--- src/rtl/z80_addr_pkg.sv ---
// Shared address-path types and constants for the Z80 address latch and its
// +/-1 unit.
package z80_addr_pkg;
  localparam int          ADDR_W = 16;
  localparam logic [15:0] R_MASK = 16'h007F;

  typedef enum logic [1:0] {
    DRIVE,
    FLOAT_PEND,
    FLOATED
  } addr_float_t;
endpackage

--- src/rtl/inc_dec_16.sv ---
// Combinational +/-1 unit. In R mode only bits [6:0] step; the upper bits,
// including R[7], pass through unchanged.
module inc_dec_16
  import z80_addr_pkg::*;
(
  input  logic [ADDR_W-1:0] din,
  input  logic              cy,
  input  logic              dec,
  input  logic              limit7,
  output logic [ADDR_W-1:0] dout,
  output logic              wrap
);

  logic [ADDR_W-1:0] full_step;
  logic [6:0]        low_step;

  always_comb begin
    full_step = dec ? (din - ADDR_W'(1)) : (din + ADDR_W'(1));
    low_step  = dec ? (din[6:0] - 7'd1) : (din[6:0] + 7'd1);
    dout      = din;
    wrap      = 1'b0;
    if (cy) begin
      if (limit7) begin
        dout = (din & ~R_MASK) | {{(ADDR_W-7){1'b0}}, low_step};
        wrap = dec ? (din[6:0] == 7'h00) : (din[6:0] == 7'h7F);
      end else begin
        dout = full_step;
        wrap = dec ? (din == '0) : (din == '1);
      end
    end
  end

endmodule

--- src/rtl/addr_latch_incdec.sv ---
// Address latch, pin driver and +/-1 writeback path between the register
// file's address-side buses and the external address pins.
//
// state      | meaning
// DRIVE      | pins driven, latch loads on ctl_al_we
// FLOAT_PEND | one-cycle float hold, pins still driven, latch frozen
// FLOATED    | pins released, latch frozen
module addr_latch_incdec
  import z80_addr_pkg::*;
#(
  parameter int AW = ADDR_W
) (
  input  logic          clk,
  input  logic          nreset,
  input  logic [7:0]    db_lo_as_in,
  input  logic [7:0]    db_hi_as_in,
  output logic [7:0]    db_lo_as_out,
  output logic [7:0]    db_hi_as_out,
  output logic          db_as_oe,
  input  logic          ctl_al_we,
  input  logic          ctl_inc_go,
  input  logic          ctl_inc_cy,
  input  logic          ctl_inc_dec,
  input  logic          ctl_inc_limit7,
  input  logic          ctl_al_oe,
  input  logic          ctl_bus_float,
  output logic [AW-1:0] abus,
  output logic          abus_oe,
  output logic          address_is_1,
  output logic          inc_wrap
);

  addr_float_t       state_q, state_d;
  logic [ADDR_W-1:0] latch_q, latch_d;
  logic [ADDR_W-1:0] result_q, result_d;
  logic              inc_wrap_q, inc_wrap_d;
  logic              db_as_oe_q, db_as_oe_d;
  logic              address_is_1_q, address_is_1_d;
  logic [ADDR_W-1:0] inc_value;
  logic              inc_wrap_now;

  inc_dec_16 u_inc_dec (
    .din    (latch_q),
    .cy     (ctl_inc_cy),
    .dec    (ctl_inc_dec),
    .limit7 (ctl_inc_limit7),
    .dout   (inc_value),
    .wrap   (inc_wrap_now)
  );

  always_comb begin
    state_d = state_q;
    unique case (state_q)
      DRIVE:      if (ctl_bus_float) state_d = FLOAT_PEND;
      FLOAT_PEND: state_d = FLOATED;
      FLOATED:    if (!ctl_bus_float) state_d = DRIVE;
      default:    state_d = FLOATED;
    endcase
  end

  always_comb begin
    latch_d        = latch_q;
    result_d       = result_q;
    inc_wrap_d     = inc_wrap_q;
    if (ctl_al_we && (state_q == DRIVE)) latch_d = {db_hi_as_in, db_lo_as_in};
    // Capture reads the pre-load latch, so a same-cycle load does not leak in.
    if (ctl_inc_go) begin
      result_d   = inc_value;
      inc_wrap_d = inc_wrap_now;
    end
    db_as_oe_d     = ctl_al_oe;
    address_is_1_d = (latch_d == ADDR_W'(1));
  end

  always_ff @(posedge clk or negedge nreset) begin
    if (!nreset) begin
      state_q        <= FLOATED;
      latch_q        <= '0;
      result_q       <= '0;
      inc_wrap_q     <= 1'b0;
      db_as_oe_q     <= 1'b0;
      address_is_1_q <= 1'b0;
    end else begin
      state_q        <= state_d;
      latch_q        <= latch_d;
      result_q       <= result_d;
      inc_wrap_q     <= inc_wrap_d;
      db_as_oe_q     <= db_as_oe_d;
      address_is_1_q <= address_is_1_d;
    end
  end

  // Never drive the buses in a cycle where they are being sampled.
  assign db_as_oe     = db_as_oe_q & ~ctl_al_we;
  assign db_lo_as_out = result_q[7:0];
  assign db_hi_as_out = result_q[15:8];
  assign abus         = latch_q;
  assign abus_oe      = (state_q != FLOATED);
  assign address_is_1 = address_is_1_q;
  assign inc_wrap     = inc_wrap_q;

endmodule
--- config.mk ---
export PLATFORM = sky130hd
export DESIGN_NAME = addr_latch_incdec
export DESIGN_NICKNAME = d
export VERILOG_FILES = /design/src/rtl/z80_addr_pkg.sv /design/src/rtl/inc_dec_16.sv /design/src/rtl/addr_latch_incdec.sv
export SDC_FILE = /design/constraint.sdc
export NUM_CORES = 1
export LEC_CHECK = 0
export CORE_MARGIN = 3
export CORE_UTILIZATION = 36
export DETAILED_ROUTE_END_ITERATION = 8
export PLACE_DENSITY = 0.73
export SLEW_MARGIN = 25
export SYNTH_ARGS = -nofsm -noshare
export SYNTH_HDL_FRONTEND = slang
export SYNTH_SLANG_ARGS = --single-unit
--- constraint.sdc ---
create_clock -name clk -period 2.9 [get_ports clk]
set_input_delay 0.58 -clock clk [delete_from_list [all_inputs] [get_ports clk]]
set_output_delay 0.58 -clock clk [all_outputs]
set_load 0.02 [all_outputs]
==> results of run 1 <==
metrics by stage:
stage	cell area, µm²	total power, mW
after CTS	3460	3.32
after floorplan	2360	1.92
after global placement	3340	2.78
final	3470	3.32
after detailed placement	3340	2.81
after global routing	3470	3.55
per-layer routing:
metal,vias to the layer above,share of wire (%),GRT usage [%]
met5,-,0,0
met4,0,2.5,7.65
met3,14,4.8,2.84
met2,70,48,31.9
met1,1080,45,24.2
li1,1095,-,-
layout make-up:
class / instances / area [µm²]
fillers: 556 / 2660
inverters: 7 / 26.3
flip-flops and latches: 37 / 927
multi-input cells: 190 / 1390
repair buffers: 101 / 918
well taps: 75 / 93.8
clock inverters: 2 / 37.5
clock buffers: 6 / 82.6
synthesized netlist by cell type, types with 2 or more instances:
master | number | area share [%]
a211oi_1 | 2 | 0.64
a21o_1 | 5 | 1.6
a21o_2 | 2 | 0.74
a21oi_1 | 17 | 3.6
a31oi_1 | 8 | 2.1
and3_1 | 2 | 0.53
buf_1 | 2 | 0.32
buf_2 | 2 | 0.42
clkbuf_1 | 3 | 0.48
dfrtp_1 | 36 | 38
ha_1 | 14 | 7.4
inv_1 | 6 | 0.95
mux2_2 | 16 | 7.6
mux2i_1 | 4 | 1.7
nand2_1 | 17 | 2.7
nand2b_1 | 5 | 1.3
nand3_1 | 4 | 0.85
nand4_1 | 5 | 1.3
nor2_1 | 15 | 2.4
nor2b_1 | 6 | 1.6
nor3_1 | 3 | 0.64
nor3b_1 | 2 | 0.64
nor4_1 | 7 | 1.9
o21a_1 | 5 | 1.6
o21ai_0 | 11 | 2.3
o21ai_1 | 3 | 0.64
o21bai_1 | 2 | 0.64
o221ai_1 | 2 | 0.74
o31ai_1 | 2 | 0.64
or3_1 | 2 | 0.53
xnor2_1 | 7 | 2.6
xor2_1 | 5 | 1.9
timing repair:
item	in CTS	in global routing
endpoints found under the setup margin	0	4
resized for setup	0	2
buffers inserted	0	1
worst max-delay path by stage:
stage                                           to
after floorplan           result_q[15]$_DFFE_PN0P_
after global placement    result_q[15]$_DFFE_PN0P_
after detailed placement  result_q[15]$_DFFE_PN0P_
after CTS                 result_q[15]$_DFFE_PN0P_
after global routing      result_q[15]$_DFFE_PN0P_
final                     result_q[15]$_DFFE_PN0P_
sequential cells by signal (all words and copies together), names as in the netlist:
| name | flops |
|---|---|
| db_as_oe_q | 1 |
| abus | 16 |
| result_q | 16 |
| inc_wrap | 1 |
| state_q | 2 |
| address_is_1 | 1 |
power by group through the flow:
stage | Clock, mW | Sequential [mW] | Combinational [mW]
after CTS | 0.502 | 0.889 | 1.93
after floorplan | 0 | 1.08 | 0.846
after detailed placement | 0 | 0.897 | 1.92
final | 0.486 | 0.891 | 1.94
after global routing | 0.522 | 0.916 | 2.11
after global placement | 0 | 0.894 | 1.89
critical path, stage by stage:
cell            delay [ns]
dlymetal6s2s_1        0.18
buf_4                 0.20
ha_1                  0.34
a21oi_1               0.14
o21ai_1               0.09
a31oi_2               0.23
a2111oi_0             0.14
or3b_1                0.39
xor2_1                0.15
mux2_4                0.26
cells by family after synthesis:
| logic type | count (synthesis) | synth area share (%) |
|---|---|---|
| fa+ha+maj | 15 | 8.27 |
| xor+xnor | 12 | 4.45 |
| mux | 22 | 10.4 |
| simple gates | 76 | 17.4 |
| flops | 37 | 39.3 |
| buf+inv | 14 | 2.33 |
| compound gates | 65 | 17.8 |
==> flow_summary.yaml, run 1 <==
synthesis:
  synth_flop_cell: "dfrtp_1"
  syn_area_um2: 2360
  synth_seq_area_share_pct: 39.3
  ys_types: 51
  async_flop_share_pct: 100
  yosys_warnings: 0
  ys_ff_latch: 37
  syn_nets: 281
  synth_edf_count: 0
  syn_inst: 241
  avgSynthCellArea_um2: 9.80
final_layout:
  fin_util_pct: 56.7
  instances_no_fill: 418
  final_cell_mix: "clkdlybuf4s50_1, buf_4, dfrtp_1"
  drive_above_1_share_pct: 23.3
  final_common_cell: "clkdlybuf4s50_1"
  antenna_cells: 0
  final_nets: 382
  area_growth_pct: 47.1
timing:
  finalWorstSetupSlack_ns: 0.403
  max_slew_margin_pct: 46.3
  min_period_ns: 2.50
  fin_setup_tns_ns: 0
  fin_skew_ns: 0.00500
  rsz0062_at_grt: "no"
  max_freq_ghz: 0.401
  final_hold_viol_count: 0
  tightestPinTransition_ns: 0.806
  finalSetupViolCount: 0
  hold_slack_ns: 0.360
  drv_slew: 0
  fin_crit_sh_pct: 86.1
floorplan:
  initial_core_util_pct: 38.5
  row_count: 28
  pin_count: 61
  coreArea_um2: 6130
  die_w_um: 87.0
  die_h_um: 87.0
  die-area_um2: 7570
critical_path:
  start_kind: "primary input"
  critPathKind: "in2reg"
  r2r_cells: 9
  crit_start: "ctl_inc_dec"
  crit_required_ns: 3.09
  regToRegStartpoint: "abus[1]$_DFF_PN0_"
  reg2reg_slack_ns: 0.54
  critical_path.max_fanout: 10
  reg2reg_to: "result_q[8]$_DFFE_PN0P_"
  end_kind: "flip-flop"
  worstPathArrival_ns: 2.69
pwr:
  vdd_drop_max_mv: 0.451
  p_int_mw: 1.97
  cellPowerDensity_nw_per_um2: 955
  switching_share_pct: 40.5
  power_frac_clock_pct: 14.7
  p_comb_share_pct: 58.5
  power.switching_mw: 1.34
  seq_power_share_pct: 26.9
  p_leak_nw: 1.50
clocking:
  path_clk_slew_ns: 0.08
  cts_tree: "done"
  cts_htree_levels: 2
  cts_root_buf: "clkbuf_8"
  cts_sinks: 37
  insertion_delay_ns: 0.30
  clockBufferDepth: 2
  cts_buffers: 5
  hold_buffers: 0
routing:
  totalWireLength_um: 6800
  wire_per_inst_um: 16.3
  final_antenna_net_count: 0
  viasPerCell: 5.40
  firstDrtPassIters: 4
  drc: 0
  dr_total_vias: 2259
  drtIter0Drc: 79
grt:
  grt_pass1_vias: 2309
  grt_max_degree: 38
  grt_overflow: 0
  grt_use_total_pct: 18.9
  antenna_found_initial: 0
  grt_pass1_wl_um: 11300
flow_run:
  maxCapViolations: 0
hold_path:
  hold_class: "in2async"
placed_design:
  placedCellCount: 409
  numPortBuffers: 60
  place_congestion: 0.915
  post-dp-hpwl_um: 5270
  dpl_worst_slack_ns: -0.252
run_status:
  outcome: "finished clean"
Power figures use the tool's default switching activity.
==> run 2: changes to the inputs <==
--- a/config.mk
+++ b/config.mk
@@ -5,6 +5,7 @@
 export SDC_FILE = /design/constraint.sdc
 export NUM_CORES = 1
 export LEC_CHECK = 0
+export CAP_MARGIN = 15
 export CORE_MARGIN = 3
 export CORE_UTILIZATION = 36
 export DETAILED_ROUTE_END_ITERATION = 8
==> results of run 2 <==
Final layout, timing and power as in run 1 (identical DEF).
